## src/rtl/hwpe_ctrl_job_queue.sv

```systemverilog
// Multi-context HWPE job dispatcher: cores lock, program and trigger slots that run
// in FIFO order; completion is signalled to the offloading core only.
module hwpe_ctrl_job_queue #(
   parameter int unsigned N_CORES      = 8,
   parameter int unsigned N_CONTEXT    = 4,
   parameter int unsigned ID_WIDTH     = 8,
   parameter int unsigned JOB_ID_W     = 8,
   parameter int unsigned CLEAR_CYCLES = 2
) (
   input  logic                         clk_i,
   input  logic                         rst_ni,
   output logic                         clear_o,
   input  logic                         req_i,
   output logic                         gnt_o,
   input  logic [31:0]                  add_i,
   input  logic                         wen_i,
   input  logic [31:0]                  data_i,
   input  logic [ID_WIDTH-1:0]          id_i,
   output logic [31:0]                  r_data_o,
   output logic                         r_valid_o,
   output logic [ID_WIDTH-1:0]          r_id_o,
   output logic [$clog2(N_CONTEXT)-1:0] wptr_o,
   output logic [$clog2(N_CONTEXT)-1:0] rptr_o,
   output logic                         start_o,
   output logic                         busy_o,
   input  logic                         done_i,
   output logic [N_CORES-1:0]           evt_o
);

   localparam int unsigned PW  = $clog2(N_CONTEXT);
   localparam int unsigned PNW = PW + 1;
   localparam int unsigned CW  = (N_CORES > 1) ? $clog2(N_CORES) : 1;
   localparam int unsigned CCW = $clog2(CLEAR_CYCLES + 1);

   localparam logic [2:0] OFF_TRIGGER    = 3'd0;
   localparam logic [2:0] OFF_ACQUIRE    = 3'd1;
   localparam logic [2:0] OFF_FINISHED   = 3'd2;
   localparam logic [2:0] OFF_STATUS     = 3'd3;
   localparam logic [2:0] OFF_RUNNING    = 3'd4;
   localparam logic [2:0] OFF_SOFT_CLEAR = 3'd5;

   typedef enum logic [1:0] {
      IDLE  = 2'd0,
      START = 2'd1,
      RUN   = 2'd2
   } state_e;

   state_e                state_q, state_d;
   logic [PNW-1:0]        pending_q, pending_d;
   logic [PW-1:0]         wptr_q, wptr_d;
   logic [PW-1:0]         rptr_q, rptr_d;
   logic [JOB_ID_W-1:0]   job_id_q, job_id_d;
   logic [31:0]           finished_q, finished_d;
   logic                  lock_q, lock_d;
   logic [ID_WIDTH-1:0]   owner_q, owner_d;
   logic [CW-1:0]         slot_core_q [N_CONTEXT];
   logic [JOB_ID_W-1:0]   slot_job_q  [N_CONTEXT];
   logic [N_CORES-1:0]    evt_q, evt_d;
   logic [CCW-1:0]        clear_cnt_q, clear_cnt_d;
   logic                  r_valid_q;
   logic [ID_WIDTH-1:0]   r_id_q, r_id_d;
   logic [31:0]           r_data_q, r_data_d;

   logic                  rd, wr;
   logic [2:0]            off;
   logic                  soft_clr, flush;
   logic                  is_owner, full;
   logic                  acq_ok, trig_ok, done_ok;
   logic                  unused_bits;

   function automatic logic [CW-1:0] lowest_core(input logic [ID_WIDTH-1:0] oh);
      logic [CW-1:0] idx;
      idx = '0;
      for (int i = N_CORES - 1; i >= 0; i--) begin
         if (oh[i]) idx = CW'(i);
      end
      return idx;
   endfunction

   assign unused_bits = ^{data_i, add_i[31:5], add_i[1:0]};

   assign rd       = req_i & wen_i;
   assign wr       = req_i & ~wen_i;
   assign off      = add_i[4:2];
   assign clear_o  = (clear_cnt_q != '0);
   // A clear request resets state on the following edge; clear_o then holds it there.
   assign soft_clr = wr && (off == OFF_SOFT_CLEAR) && !clear_o;
   assign flush    = clear_o | soft_clr;
   assign is_owner = lock_q && (id_i == owner_q);
   assign full     = (pending_q == PNW'(N_CONTEXT));
   assign acq_ok   = rd && (off == OFF_ACQUIRE) && !clear_o && !lock_q && !full;
   assign trig_ok  = wr && (off == OFF_TRIGGER) && !clear_o && is_owner;
   assign done_ok  = (state_q == RUN) && done_i;

   assign gnt_o     = 1'b1;
   assign r_valid_o = r_valid_q;
   assign r_id_o    = r_id_q;
   assign r_data_o  = r_data_q;
   assign wptr_o    = wptr_q;
   assign rptr_o    = rptr_q;
   assign evt_o     = evt_q;

   // Dispatch FSM
   always_comb begin
      state_d = state_q;
      start_o = 1'b0;
      busy_o  = 1'b0;
      case (state_q)
         IDLE: begin
            if (pending_q != '0) state_d = START;
         end
         START: begin
            start_o = 1'b1;
            busy_o  = 1'b1;
            state_d = RUN;
         end
         RUN: begin
            busy_o = 1'b1;
            if (done_i) state_d = IDLE;
         end
         default: state_d = IDLE;
      endcase
      if (flush) state_d = IDLE;
   end

   always_comb begin
      pending_d   = pending_q + PNW'(trig_ok) - PNW'(done_ok);
      wptr_d      = wptr_q + PW'(trig_ok);
      rptr_d      = rptr_q + PW'(done_ok);
      job_id_d    = job_id_q + JOB_ID_W'(trig_ok);
      finished_d  = finished_q + 32'(done_ok);
      lock_d      = lock_q;
      owner_d     = owner_q;
      evt_d       = '0;
      clear_cnt_d = clear_cnt_q;

      if (acq_ok) begin
         lock_d  = 1'b1;
         owner_d = id_i;
      end
      if (trig_ok) lock_d = 1'b0;
      if (done_ok) evt_d[slot_core_q[rptr_q]] = 1'b1;

      if (soft_clr)            clear_cnt_d = CCW'(CLEAR_CYCLES);
      else if (clear_cnt_q != '0) clear_cnt_d = clear_cnt_q - 1'b1;

      if (flush) begin
         pending_d  = '0;
         wptr_d     = '0;
         rptr_d     = '0;
         job_id_d   = '0;
         finished_d = '0;
         lock_d     = 1'b0;
         owner_d    = '0;
         evt_d      = '0;
      end
   end

   // Register read mux; reads during clear answer with zero data
   always_comb begin
      r_id_d   = req_i ? id_i : '0;
      r_data_d = '0;
      if (rd && !clear_o) begin
         case (off)
            OFF_ACQUIRE:  r_data_d = ((!lock_q && !full) || is_owner) ? 32'(job_id_q) : 32'hFFFF_FFFF;
            OFF_FINISHED: r_data_d = finished_q;
            OFF_STATUS:   r_data_d = {16'(pending_q), 8'(lock_q), 7'b0, busy_o};
            OFF_RUNNING:  r_data_d = busy_o ? 32'(slot_job_q[rptr_q]) : 32'hFFFF_FFFF;
            default:      r_data_d = '0;
         endcase
      end
   end

   always_ff @(posedge clk_i or negedge rst_ni) begin
      if (!rst_ni) begin
         state_q     <= IDLE;
         pending_q   <= '0;
         wptr_q      <= '0;
         rptr_q      <= '0;
         job_id_q    <= '0;
         finished_q  <= '0;
         lock_q      <= 1'b0;
         owner_q     <= '0;
         evt_q       <= '0;
         clear_cnt_q <= '0;
         r_valid_q   <= 1'b0;
         r_id_q      <= '0;
         r_data_q    <= '0;
      end else begin
         state_q     <= state_d;
         pending_q   <= pending_d;
         wptr_q      <= wptr_d;
         rptr_q      <= rptr_d;
         job_id_q    <= job_id_d;
         finished_q  <= finished_d;
         lock_q      <= lock_d;
         owner_q     <= owner_d;
         evt_q       <= evt_d;
         clear_cnt_q <= clear_cnt_d;
         r_valid_q   <= req_i;
         r_id_q      <= r_id_d;
         r_data_q    <= r_data_d;
      end
   end

   always_ff @(posedge clk_i or negedge rst_ni) begin
      if (!rst_ni) begin
         for (int unsigned i = 0; i < N_CONTEXT; i++) begin
            slot_core_q[i] <= '0;
            slot_job_q[i]  <= '0;
         end
      end else if (flush) begin
         for (int unsigned i = 0; i < N_CONTEXT; i++) begin
            slot_core_q[i] <= '0;
            slot_job_q[i]  <= '0;
         end
      end else if (trig_ok) begin
         slot_core_q[wptr_q] <= lowest_core(owner_q);
         slot_job_q[wptr_q]  <= job_id_q;
      end
   end

endmodule

```

## config.mk

```make
export PLATFORM = sky130hd
export DESIGN_NAME = hwpe_ctrl_job_queue
export DESIGN_NICKNAME = d
export VERILOG_FILES = /design/src/rtl/hwpe_ctrl_job_queue.sv
export SDC_FILE = /design/constraint.sdc
export NUM_CORES = 1
export LEC_CHECK = 0
export ABC_AREA = 1
export CAP_MARGIN = 15
export CORE_MARGIN = 10
export CORE_UTILIZATION = 53
export CTS_CLUSTER_DIAMETER = 80
export DETAILED_ROUTE_END_ITERATION = 12
export PLACE_DENSITY = 0.77
export SLEW_MARGIN = 20
export SYNTH_ARGS = -nofsm -noshare
export SYNTH_HDL_FRONTEND = slang
export SYNTH_SLANG_ARGS = --single-unit
```

## constraint.sdc

```tcl
create_clock -name clk_i -period 2.5 [get_ports clk_i]
set_clock_uncertainty 0.1 [all_clocks]
set_input_delay 0.25 -clock clk_i [delete_from_list [all_inputs] [get_ports clk_i]]
set_output_delay 0.25 -clock clk_i [all_outputs]
set_load 0.01 [all_outputs]
```

==> run metrics <==
status finished, final reports clean; most used cell along the critical path nand2_2; Gate Count Post-Synth slightly below 900; GR Util met3 0.0497; final net count about 1100; Async S/R FF share, synth 1.00; worst min path class primary input to asynchronous set/reset pin; CP top delay family simple AND/OR/NAND/NOR gates; Slew Limit Fails 0; crit path capture type flip-flop; area of the core roughly 0.014 sq mm; most frequent cell after synthesis nand2_1; DRC 0; Global Route met2 Usage 0.303; Leakage about 4.3 nW; final hold slack roughly 0.28 ns; number of global-route vias before repair between 6000 and 7000; syn_nets approximately 980; n_diodes 0; final setup fails 0; Slew @ Worst Pin between 0.6 and 0.7 ns; share of cells above drive strength 1 0.131; compound-gate portion of the synthesized area 0.136; Final min period 2.39 ns; sequential-to-total area share from yosys stat 0.515; area fraction of the dominant cell type after synthesis 0.515; GPL Wtd Cong between 0.9 and 1; crit-path max FO 4; number of synthesized register bits approximately 150; initial antenna violation count 0; Initial Utilization 0.538; synthesized area about 0.0074 sq mm; mux cell area share after synthesis 0; Post-DRT Antenna Nets 0; largest area contributor in the netlist dfrtp_1; yosys warns 0; Clock Path Buffers 2; total congestion overflow 0; Max-slew headroom 0.550; first-pass GRT wire length around 32000 um; TritonRoute pass-1 iters 5; non-filler cells, final roughly 1200; Skew-Pair Late Insertion Delay roughly 0.43 ns; All-Layer GR Usage 0.199; die height roughly 140 um; cts bufs inserted 17; WL final 19200 um; largest family of logic cells by synthesized area simple AND/OR/NAND/NOR gates; H-tree depth 4; Clock transition at path regs about 0.060 ns; IO Pins 134; fillers ~1100; Startpoint Class flip-flop; clk root buf clkbuf_16; xor/xnor share of the synthesized area 0.0141; Area contributors post-synth dfrtp_1, nand2_1, inv_1, nor2_1, o21ai_0; CP Data Arrival Time between 2 and 3 ns; area of the multi-input gates between 0.003 and 0.004 sq mm; Die Area roughly 0.019 sq mm; DPL Wire Length 13400 um; Worst VDD drop between 0.4 and 0.5 mV; Commonest cells post-synth nand2_1, dfrtp_1, inv_1; Highest Clock Rate ~420 MHz; clock sinks roughly 150; CP required between 2 and 3 ns; Largest stage delay, worst path 0.40 ns; FF+latch area 0.00383 sq mm; Setup Crit Path Kind flip-flop to flip-flop; Layout area overhead 23.4%; CTS tree yes; GRT Max-Usage Layer met2; Max-Cap Viols 0; DP Cell Count ~1200; Post-synth EDFFs 0; initial DRC count 591; total number of vias around 6500; pwr dens 636 mW/mm^2; Synth cell types 44; largest net degree at the start of global routing 67; critical-path cell list inv_2 > ha_2 > nand2_2 > inv_2 > ha_4 > ha_4 > nand2_2 > nor2_4 > nand2_2 > nor2_4 > nand2_4 > nor2_8 > nand2_4 > nor2_4 > nand2_2 > o21ai_2 > nor2_1; Routed WL per cell roughly 16 um; Worst Path Buf+Inv 2; met1 GRT Util 0.265; Final Hold Viols 0; Main synth FF type dfrtp_1; syn avg cell area between 8 and 9 sq um; row count 43; port buffer count 71; Final period util 0.956; critical path's slowest cell dfrtp_1; adder-cell share of the synthesized area 0.0195; DR vias/cell 5.46; setup TNS 0 ns; die width around 140 um; Simple-Gate Fraction of Synth Area 0.229
-- cell families after synthesis --
group                      after synthesis
buffers and inverters                  159
adders and majority gates               11
and+or+nand+nor                        384
other                                    1
DFF                                    153
AOI/OAI and AO/OA                      174
xor gates and xnor gates                12
-- sequential cells by signal, indices dropped and copies added, names as in the netlist, 3 cells and up --
| name | count |
|---|---|
| slot_job_q | 32 |
| slot_core_q | 12 |
| owner_q | 8 |
| job_id_q | 8 |
| finished_q | 32 |
| pending_q | 3 |
| r_data_o | 32 |
| evt_o | 8 |
| r_id_o | 8 |
-- routing by layer --
| layer | up-vias | share of wire |
|---|---|---|
| li1 | 3107 | - |
| met1 | 3129 | 0.45 |
| met2 | 236 | 0.46 |
| met3 | 36 | 0.070 |
| met4 | 0 | 0.021 |
| met5 | - | 0 |
-- power by group --
group          switching, mW  leakage [nW]  internal, mW  total (mW)
clock network           1.02         0.259          1.36        2.39
registers             0.0135          2.12          2.52        2.53
logic                  0.648          1.88         0.277       0.925
-- what timing repair did --
action                                  in CTS  in global routing
resized for setup                            0                  8
endpoints found under the setup margin       0                 13
buffers inserted                             0                  4
endpoints found under the hold margin       63                  0
hold buffers                                 1                  0
-- area by class of cell --
cell class	count	area share
timing repair buffer	115	0.118
clock buffer	21	0.0523
multi-input combinational	582	0.327
clock inverter	10	0.00763
inverter	131	0.0535
tap	180	0.0245
sequential	153	0.417
-- stage by stage --
stage	util	total power [mW]	setup WS, ns	area (sq um)
after global placement	0.619	3.47	0.00226	8560
after floorplan	-	3.10	0.176	7440
after global routing	0.664	6.05	-0.0192	9180
after CTS	0.660	5.85	0.0582	9120
after detailed placement	0.619	3.48	-0.0557	8560
final	0.664	5.84	0.111	9180
-- cells in the final DEF (no fill, tap or decap), types with 11 or more instances in the layout --
master	instances
nand2_1	189
dfrtp_1	153
inv_1	117
nor2_1	90
clkdlybuf4s50_1	70
o21ai_0	50
a21oi_1	48
buf_4	40
nand3_1	33
o22ai_1	25
nand4_1	19
nor3_1	17
clkbuf_16	17
inv_2	12
nand2_2	12
o21ai_1	11
o21ai_2	11
-- path summary, 6_finish.rpt --
kind	from	endpoint	slack (ns)	cells after the start
setup / recovery	state_q[0]	finished_q[20]	0.11	17
hold / removal	rst_ni	rptr_o[0]	0.28	2
setup reg to reg	state_q[0]	finished_q[20]	0.11	17
hold reg to reg	slot_job_q[7]	slot_job_q[7]	0.39	2
max in group asynchronous	rst_ni	owner_q[5]	1.37	3
min in group clk_i	id_i[2]	r_id_o[2]	0.31	3
Note: power is estimated with default switching activity, not from simulation.
